## src/rtl/alu_pkg.sv

```systemverilog
// alu_pkg: opcodes, FSM states and helpers shared by the sequential ALU
package alu_pkg;
  localparam logic [2:0] OP_ADD = 3'd0;
  localparam logic [2:0] OP_SUB = 3'd1;
  localparam logic [2:0] OP_MUL = 3'd2;
  localparam logic [2:0] OP_DIV = 3'd3;
  localparam logic [2:0] OP_MOD = 3'd4;
  localparam logic [2:0] OP_EQ  = 3'd5;
  localparam logic [2:0] OP_GT  = 3'd6;
  localparam logic [2:0] OP_LT  = 3'd7;
  typedef enum logic [1:0] {ST_IDLE, ST_DIV, ST_DONE} state_t;
  function automatic logic is_divop(input logic [2:0] op);
    return op == OP_DIV || op == OP_MOD;
  endfunction
endpackage

```

## src/rtl/seq_alu_if.sv

```systemverilog
// seq_alu_if: valid/ready operand and result channels of the sequential ALU
interface seq_alu_if #(parameter int WIDTH = 8);
  logic in_valid;
  logic in_ready;
  logic [WIDTH-1:0] a;
  logic [WIDTH-1:0] b;
  logic [2:0] opcode;
  logic out_valid;
  logic out_ready;
  logic [2*WIDTH-1:0] result;
  logic div_zero;
  logic zero;
  modport master(output in_valid, a, b, opcode, out_ready,
                 input in_ready, out_valid, result, div_zero, zero);
  modport slave(input in_valid, a, b, opcode, out_ready,
                output in_ready, out_valid, result, div_zero, zero);
endinterface

```

## src/rtl/seq_divider.sv

```systemverilog
// seq_divider: restoring divider, one quotient bit per clock over WIDTH clocks
module seq_divider #(parameter int WIDTH = 8) (
  input  logic clk,
  input  logic rst_n,
  input  logic start,
  input  logic [WIDTH-1:0] dividend,
  input  logic [WIDTH-1:0] divisor,
  output logic busy,
  output logic done,
  output logic [WIDTH-1:0] quotient,
  output logic [WIDTH-1:0] remainder
);
  localparam int CW = $clog2(WIDTH + 1);
  logic [CW-1:0] count;
  logic [WIDTH-1:0] dvd, dvs, rem;
  logic [WIDTH:0] trial, diff;
  logic qbit;
  assign trial = {rem, dvd[WIDTH-1]};
  assign diff = trial - {1'b0, dvs};
  assign qbit = trial >= {1'b0, dvs};
  // quotient/remainder are the post-step values, final when the last step runs
  assign quotient = {dvd[WIDTH-2:0], qbit};
  assign remainder = qbit ? diff[WIDTH-1:0] : trial[WIDTH-1:0];
  assign busy = count != '0;
  assign done = count == CW'(1);
  always_ff @(posedge clk or negedge rst_n)
    if (!rst_n) begin
      count <= '0;
      dvd <= '0;
      dvs <= '0;
      rem <= '0;
    end else if (start) begin
      count <= CW'(WIDTH);
      dvd <= dividend;
      dvs <= divisor;
      rem <= '0;
    end else if (busy) begin
      count <= count - 1'b1;
      dvd <= quotient;
      rem <= remainder;
    end
endmodule

```

## src/rtl/seq_alu.sv

```systemverilog
// seq_alu: handshaked ALU; single-cycle arithmetic/compare, iterative div/mod
module seq_alu import alu_pkg::*; #(parameter int WIDTH = 8) (
  input logic clk,
  input logic rst_n,
  seq_alu_if.slave bus
);
  localparam int RW = 2 * WIDTH;
  state_t state, state_d;
  logic [2:0] op;
  logic accept, start, load, dz_d, busy, done;
  logic [RW-1:0] ax, bx, quick, res_d;
  logic [WIDTH-1:0] quo, rem;
  assign bus.in_ready = state == ST_IDLE;
  assign bus.out_valid = state == ST_DONE;
  assign accept = bus.in_valid && bus.in_ready;
  assign ax = {{WIDTH{1'b0}}, bus.a};
  assign bx = {{WIDTH{1'b0}}, bus.b};
  // div/mod only reach this path with b==0
  assign quick = bus.opcode == OP_ADD ? ax + bx :
                 bus.opcode == OP_SUB ? ax - bx :
                 bus.opcode == OP_MUL ? ax * bx :
                 bus.opcode == OP_DIV ? {{WIDTH{1'b0}}, {WIDTH{1'b1}}} :
                 bus.opcode == OP_MOD ? ax :
                 bus.opcode == OP_EQ  ? {{(RW-1){1'b0}}, bus.a == bus.b} :
                 bus.opcode == OP_GT  ? {{(RW-1){1'b0}}, bus.a > bus.b} :
                                        {{(RW-1){1'b0}}, bus.a < bus.b};
  seq_divider #(.WIDTH(WIDTH)) u_div (
    .clk(clk),
    .rst_n(rst_n),
    .start(start),
    .dividend(bus.a),
    .divisor(bus.b),
    .busy(busy),
    .done(done),
    .quotient(quo),
    .remainder(rem)
  );
  always_comb begin
    state_d = state;
    start = 1'b0;
    load = 1'b0;
    dz_d = 1'b0;
    res_d = quick;
    case (state)
      ST_IDLE:
        if (accept) begin
          start = is_divop(bus.opcode) && bus.b != '0;
          load = !start;
          dz_d = is_divop(bus.opcode);
          state_d = start ? ST_DIV : ST_DONE;
        end
      ST_DIV: begin
        load = done;
        res_d = {{WIDTH{1'b0}}, op == OP_DIV ? quo : rem};
        state_d = done ? ST_DONE : busy ? ST_DIV : ST_IDLE;
      end
      ST_DONE: state_d = bus.out_ready ? ST_IDLE : ST_DONE;
      default: state_d = ST_IDLE;
    endcase
  end
  always_ff @(posedge clk or negedge rst_n)
    if (!rst_n) begin
      state <= ST_IDLE;
      op <= OP_ADD;
      bus.result <= '0;
      bus.div_zero <= 1'b0;
      bus.zero <= 1'b0;
    end else begin
      state <= state_d;
      if (accept) op <= bus.opcode;
      if (load) begin
        bus.result <= res_d;
        bus.div_zero <= dz_d;
        bus.zero <= res_d == '0;
      end
    end
endmodule
```

## src/flat_wrapper.sv

```systemverilog
// flat-port wrapper written by rule: the top's interface ports become plain ports
module seq_alu_flat import alu_pkg::*;
#(parameter int WIDTH = 8)
  (clk, rst_n, bus_in_valid, bus_a, bus_b, bus_opcode, bus_out_ready, bus_in_ready, bus_out_valid, bus_result, bus_div_zero, bus_zero);
  seq_alu_if #(.WIDTH(WIDTH)) bus_i ();
  input logic clk;
  input logic rst_n;
  input wire logic [$bits(bus_i.in_valid)-1:0] bus_in_valid;
  input wire logic [$bits(bus_i.a)-1:0] bus_a;
  input wire logic [$bits(bus_i.b)-1:0] bus_b;
  input wire logic [$bits(bus_i.opcode)-1:0] bus_opcode;
  input wire logic [$bits(bus_i.out_ready)-1:0] bus_out_ready;
  output wire logic [$bits(bus_i.in_ready)-1:0] bus_in_ready;
  output wire logic [$bits(bus_i.out_valid)-1:0] bus_out_valid;
  output wire logic [$bits(bus_i.result)-1:0] bus_result;
  output wire logic [$bits(bus_i.div_zero)-1:0] bus_div_zero;
  output wire logic [$bits(bus_i.zero)-1:0] bus_zero;
  assign bus_i.in_valid = bus_in_valid;
  assign bus_i.a = bus_a;
  assign bus_i.b = bus_b;
  assign bus_i.opcode = bus_opcode;
  assign bus_i.out_ready = bus_out_ready;
  assign bus_in_ready = bus_i.in_ready;
  assign bus_out_valid = bus_i.out_valid;
  assign bus_result = bus_i.result;
  assign bus_div_zero = bus_i.div_zero;
  assign bus_zero = bus_i.zero;
  seq_alu #(.WIDTH(WIDTH)) u_core (.clk(clk), .rst_n(rst_n), .bus(bus_i));
endmodule
```

## config.mk

```make
export PLATFORM = sky130hd
export DESIGN_NAME = seq_alu_flat
export DESIGN_NICKNAME = d
export VERILOG_FILES = /design/src/rtl/alu_pkg.sv /design/src/rtl/seq_alu_if.sv /design/src/rtl/seq_divider.sv /design/src/rtl/seq_alu.sv /design/src/flat_wrapper.sv
export SDC_FILE = /design/constraint.sdc
export NUM_CORES = 1
export LEC_CHECK = 0
export BUFFER_PORTS_ARGS = -buffer_cell sky130_fd_sc_hd__buf_2
export CORE_MARGIN = 5
export CORE_UTILIZATION = 60
export DETAILED_ROUTE_END_ITERATION = 8
export GPL_TIMING_DRIVEN = 0
export PLACE_DENSITY = 0.82
export SLEW_MARGIN = 20
export SYNTH_ARGS = -nofsm -noshare
export SYNTH_HDL_FRONTEND = slang
export SYNTH_SLANG_ARGS = --single-unit
```

## constraint.sdc

```tcl
create_clock -name clk -period 4.3 [get_ports clk]
set_input_delay 0.645 -clock clk [delete_from_list [all_inputs] [get_ports clk]]
set_output_delay 0.645 -clock clk [all_outputs]
set_load 0.01 [all_outputs]
```

Yosys cells after proc, flatten, opt, wreduce, memory -nomap -nowiden
Cells that the tools add are included.
{"block": "op_classes", "n_lt_le_gt_ge": 3, "n_mul": 1, "n_addsub": 4, "n_reduce_logical": 10, "mux": 28, "n_eq_ne": 12}
{"cell": "two-way mux 16 bit", "count": 7}
{"cell": "two-way mux 8 bit", "count": 6}
{"cell": "zero test 16 bit", "count": 1}
{"cell": "multiplier 8 x 8 -> 16 bit", "count": 1}
{"cell": "adder 8 x 8 -> 9 bit", "count": 1}
{"cell": "== test 3 x 2 -> 1 bit (second input constant)", "count": 3}
{"cell": "== test 3 bit (second input constant)", "count": 3}
{"cell": "greater-or-equal comparator 9 x 8 -> 1 bit", "count": 1}
{"cell": "subtractor 8 x 8 -> 9 bit", "count": 1}
{"cell": "== test 8 bit", "count": 1}
{"cell": "> comparator 8 bit", "count": 1}
{"cell": "less-than comparator 8 bit", "count": 1}
{"cell": "two-way mux 2 bit", "count": 4}
{"cell": "two-way mux 4 bit", "count": 2}
{"cell": "nonzero test 8 bit", "count": 1}
{"cell": "subtractor 8 bit", "count": 1}
{"cell": "two-way mux 1 bit", "count": 7}
{"cell": "one-hot mux 2 bit (3 select lines)", "count": 1}
{"cell": "== test 4 x 1 -> 1 bit (second input constant)", "count": 1}
{"cell": "nonzero test 4 bit", "count": 1}
{"cell": "subtractor 4 x 1 -> 4 bit (second input constant)", "count": 1}
{"cell": "== test 3 x 1 -> 1 bit (second input constant)", "count": 1}
{"cell": "zero test 3 bit", "count": 1}
{"cell": "== test 2 x 1 -> 1 bit (second input constant)", "count": 1}
{"cell": "8 further kinds", "count": 9}
{"block": "totals", "reg_bits": 51, "word_cells": 67, "in_bits": 23, "out_inout_bits": 20}

Depth between registers and ports, before layout
{"block": "logic_depth", "depth_word": 10, "depth_mapped": 21, "mapped_depth_nobuf": 20}

Cells and area by module
Synthesis repeated with hierarchy kept, for this count alone.
{"block": "unflattened", "hier_cells": 766, "area_unflattened_um2": 6463.7}
{"module": "seq_alu", "cells_each": 551, "instances": 1, "area_per_inst_um2": 4525.6, "seq_area_each_um2": 575.6}
{"module": "seq_divider", "cells_each": 215, "instances": 1, "area_per_inst_um2": 1938.1, "seq_area_each_um2": 700.7}

Worst setup path before layout
Ideal clock, no wire load.
{"block": "synth_timing", "path_type": "input-to-reg", "start": "input port bus_b[7]", "end": "register u_core.bus.zero", "setup_ps": 95, "required_ps": 4205, "arrival_time_ps": 5085, "path_slack_ps": -880, "path_buffers": 1, "cell_stages": 19, "cell_sequence": "clkbuf_1 -> inv_1 -> nor2_1 -> fa_1 -> fa_1 -> fa_1 -> inv_1 -> fa_1 -> inv_1 -> ha_1 -> nor2_1 -> nor2_1 -> a31oi_1 -> xnor2_1 -> a21oi_1 -> nor2_1 -> or4_1 -> nand4bb_1 -> o31ai_1"}
{"block": "synth_via", "elab_chain_len": 10, "elab_cells_between_ends": 20, "cone_classes": "add/sub: 2; mul: 1; order compare: 2; eq/ne: 1; mux: 10; reduce/logical: 4"}
{"item": "from (decl)", "line_no": "flat_wrapper.sv:10", "source": "input wire logic [$bits(bus_i.b)-1:0] bus_b;"}
{"item": "parallel branches: the longest is 10 deep, another holds multiplier 8 x 8 -> 16 bit"}
{"item": "to (signal assigned)", "line_no": "seq_alu.sv:67", "source": "bus.zero <= 1'b0;"}
{"item": "to (signal assigned)", "line_no": "seq_alu.sv:74", "source": "bus.zero <= res_d == '0;"}
{"item": "to (decl)", "line_no": "seq_alu_if.sv:16", "source": "output in_ready, out_valid, result, div_zero, zero);"}
Parallel ways; which one is timed is not known.
A chain may end at the register's enable or synchronous reset.

Worst setup path in the final report
{"block": "layout_timing", "start": "input port bus_a[1]", "end": "register u_core.bus.zero"}
{"block": "layout_via", "elab_chain_len": 10, "elab_cells_between_ends": 15, "cone_classes": "add/sub: 2; mul: 1; order compare: 2; eq/ne: 1; mux: 8; reduce/logical: 1"}
{"item": "from (decl)", "line_no": "flat_wrapper.sv:9", "source": "input wire logic [$bits(bus_i.a)-1:0] bus_a;"}
{"item": "parallel branches: the longest is 7 deep, another holds multiplier 8 x 8 -> 16 bit"}
{"item": "two-way mux 16 bit (*)", "line_no": "seq_alu.sv:19", "source": "assign quick = bus.opcode == OP_ADD ? ax + bx :"}
{"item": "two-way mux 16 bit (*)", "line_no": "seq_alu.sv:44", "source": "case (state)"}
{"item": "zero test 16 bit (*)", "line_no": "seq_alu.sv:74"}
Every way passes the cells marked *.

==> results.yml <==
critical_path:
  critical_path_peak_fanout: 3
  worst_r2r_startpoint: "u_core.u_div.rem[1]"
  worst_ep_required_time_ps: 4510
  worst_setup_path_class: "in -> reg"
  timing.critical_path.arrival_ps: 5040
  setup.worst_path.end_class: "flop"
  r2r_cells: 10
  setup.worst_path.start_class: "input port"
  crit_start: "bus_a[1]"
placement:
  gp_routability_congestion: 0.955
  detailed_place_hpwl_um: 13100
  buffer_ports.inserted: 42
  placement.cell_area_mm2: 0.00640
  detailedPlace.worstSlack_ps: -1350
  dpl.cell_count: 889
clock_network:
  cell_at_the_root_of_the_clock_tree: "sky130_fd_sc_hd__clkbuf_8"
  cts_inserted_buffers: 5
  clk-insertion-delay-late_ps: 300
  cts_max_path_buffers: 2
  cts_htree_levels: 2
  clk_transition_reported_paths_ps: 90
  clkSinkCount: 51
  cts_tree: "built"
logic_synthesis:
  cell_taking_the_most_area_after_synthesis: "sky130_fd_sc_hd__dfrtp_1"
  synthArstFlopShare: 1.00
  synth_area_per_cell_um2: 8.27
  synthesis.area_mm2: 0.00590
  post_synth_most_frequent_cells: "sky130_fd_sc_hd__nand2_1, sky130_fd_sc_hd__inv_1, sky130_fd_sc_hd__ha_1, sky130_fd_sc_hd__nor2_1, sky130_fd_sc_hd__dfrtp_1"
  synthTopCellsByArea: "sky130_fd_sc_hd__dfrtp_1, sky130_fd_sc_hd__ha_1, sky130_fd_sc_hd__fa_1, sky130_fd_sc_hd__nand2_1, sky130_fd_sc_hd__inv_1"
  post_synth_edffs: 0
  synth_cells: 714
  netlist.area_leader.share: 0.216
  postSynth.topFlopCell: "sky130_fd_sc_hd__dfrtp_1"
  synth_seq_area_share: 0.216
  synth-seq-cells: 51
  post_synth_num_cell_types: 60
  leading_cell_type_by_number_of_instances_after_synthesis: "sky130_fd_sc_hd__nand2_1"
  yosysWarningCount: 0
  synth_nets: 839
power_and_ir_drop:
  cellLeakagePower_uw: 0.00329
  power.total_uw: 4430
  vdd_ir_drop_max_v: 0.000331
  power-per-cell-area_mw_per_mm2: 631
floorplanning:
  std_cell_rows: 36
  fp.coreArea_mm2: 0.00968
  top_level_ports: 43
  starting_utilization_of_the_core_area: 0.610
  dieArea_mm2: 0.0119
  vertical_extent_of_the_die_um: 109
  chipWidth_um: 109
grt:
  global_route.overflow_total: 0
  antenna_violations_before_repair: 0
  grt_pass1_vias: 5856
  grt_start_max_net_pins: 52
  first_pass_grt_wire_length_um: 29300
  globalRouteTotalUtil: 0.317
drt:
  drt-initial-drc-count: 528
  post-route-drc-count: 0
  via_count: 5760
  post_drt_wl_per_cell_um: 19.9
  antenna_left: 0
  routed_via_density: 6.27
  drt_pre_antenna_iters: 5
  routed_wl_um: 18200
layout:
  finalNonFillerCells: 918
  design.final.nets: 910
  stdcell_area_mm2: 0.00703
  fraction_of_layout_instances_using_a_drive_strength_above_1: 0.190
  antenna-diode-count: 0
  final_core_utilization: 0.726
  area_delta_synth_final_pct: 19.1
timing:
  fin_crit_ps: 4820
  fmax_ghz: 0.207
  worst_slew_pin_slew_ps: 648
  final-max-slew-violation-count: 0
  finalHoldViolCount: 0
  min_period_over_period: 1.12
  rsz0062_at_grt: "true"
  final.setup_skew_ps: 7.04
  final_critical_path_setup_slack_ps: -524
  setup_viol: 9
  max_slew_margin: 0.562
flow_run:
  maxCapViolCount: 0
worst_hold_path:
  hold_path_class: "in -> async"
outcome:
  violations_in_the_final_reports: "setup timing"
  run_status: "finished with violations"
power breakdown:
part | total, uW | internal (uW) | switching, uW
Clock | 328 | 171 | 157
Combinational | 3240 | 1390 | 1850
Sequential | 869 | 717 | 152
path summary, 6_finish.rpt:
check	end	slack [ps]
worst max-delay path	u_core.bus.zero	-520
worst min-delay path	u_core.u_div.dvs[1]	350
worst max register to register	u_core.bus.zero	860
worst min register to register	u_core.bus.zero	480
max in group asynchronous	u_core.bus.result[4]	3490
min in group clk	u_core.bus.zero	480
flip-flops by register name (all words and copies together) (netlist names):
name / flops
u_core.bus.result: 16
u_core.u_div.dvd: 8
u_core.u_div.dvs: 8
u_core.u_div.rem: 8
u_core.u_div.count: 4
u_core.op: 3
u_core.state: 2
u_core.bus.div_zero: 1
u_core.bus.zero: 1
layout by cell type (no fill, tap or decap), types with 12 or more instances in the layout:
cell type	instances
sky130_fd_sc_hd__dfrtp_1	51
sky130_fd_sc_hd__buf_2	29
sky130_fd_sc_hd__inv_1	66
sky130_fd_sc_hd__xnor2_1	12
sky130_fd_sc_hd__ha_1	52
sky130_fd_sc_hd__nor3_1	15
sky130_fd_sc_hd__a21oi_1	31
sky130_fd_sc_hd__nand2_1	75
sky130_fd_sc_hd__clkbuf_1	22
sky130_fd_sc_hd__o21ai_0	38
sky130_fd_sc_hd__nor2_1	56
sky130_fd_sc_hd__fa_1	36
sky130_fd_sc_hd__mux2i_1	12
sky130_fd_sc_hd__buf_4	22
sky130_fd_sc_hd__and2_1	34
cell families after synthesis:
logic type,Yosys count,share of synthesized area
AND/OR/NAND/NOR,251,0.203
AO/OA/AOI/OAI,169,0.191
buffers and inverters,106,0.0676
adder cells (fa/ha/maj),102,0.266
flip-flops,51,0.216
XOR/XNOR,19,0.0282
multiplexers,16,0.0280
metal layers:
layer	GRT usage	share of wire	up-vias
li1	-	-	2580
met1	0.419	0.40	2796
met2	0.526	0.47	326
met3	0.0551	0.092	58
met4	0.110	0.034	0
met5	0	0	-
worst max-delay path, stage by stage:
cell                         delay, ps
sky130_fd_sc_hd__buf_12            110
sky130_fd_sc_hd__clkinvlp_4        120
sky130_fd_sc_hd__buf_6             130
sky130_fd_sc_hd__nor2_4             40
sky130_fd_sc_hd__fa_2              350
sky130_fd_sc_hd__fa_1              490
sky130_fd_sc_hd__inv_1              50
sky130_fd_sc_hd__fa_1              450
sky130_fd_sc_hd__fa_1              540
sky130_fd_sc_hd__inv_2              50
sky130_fd_sc_hd__ha_4              220
sky130_fd_sc_hd__o21a_1            190
sky130_fd_sc_hd__o31a_1            140
sky130_fd_sc_hd__o41a_1            370
sky130_fd_sc_hd__a41o_1            240
sky130_fd_sc_hd__o41a_1            350
sky130_fd_sc_hd__xnor2_1           160
sky130_fd_sc_hd__a21o_1            180
sky130_fd_sc_hd__o31ai_1           220
final cells by class:
type | count | area, um2
Inverter | 79 | 310
Clock inverter | 1 | 30.0
Buffer | 25 | 95.1
Tap cell | 133 | 166
Sequential cell | 51 | 1280
Multi-Input combinational cell | 557 | 4560
Clock buffer | 6 | 72.6
Timing Repair Buffer | 66 | 523
Fill cell | 718 | 2650
timing repair:
action / 4_1_cts / 5_1_grt
endpoints found under the setup margin: 11 / 10
endpoints found under the hold margin: 0 / 0
hold buffers: 0 / 0
setup buffers: 18 / 6
gates resized for setup: 82 / 24
pin swaps: 46 / 19
through the flow:
| step | hold WS [ps] | TNS [ps] |
|---|---|---|
| finish | 350 | -2140 |
| global route | 410 | -3040 |
| CTS | 484 | -1100 |
| detailed placement | 461 | -8520 |
| global placement | 457 | -7470 |
| floorplan | 349 | -1480 |
Power figures use the tool's default switching activity.
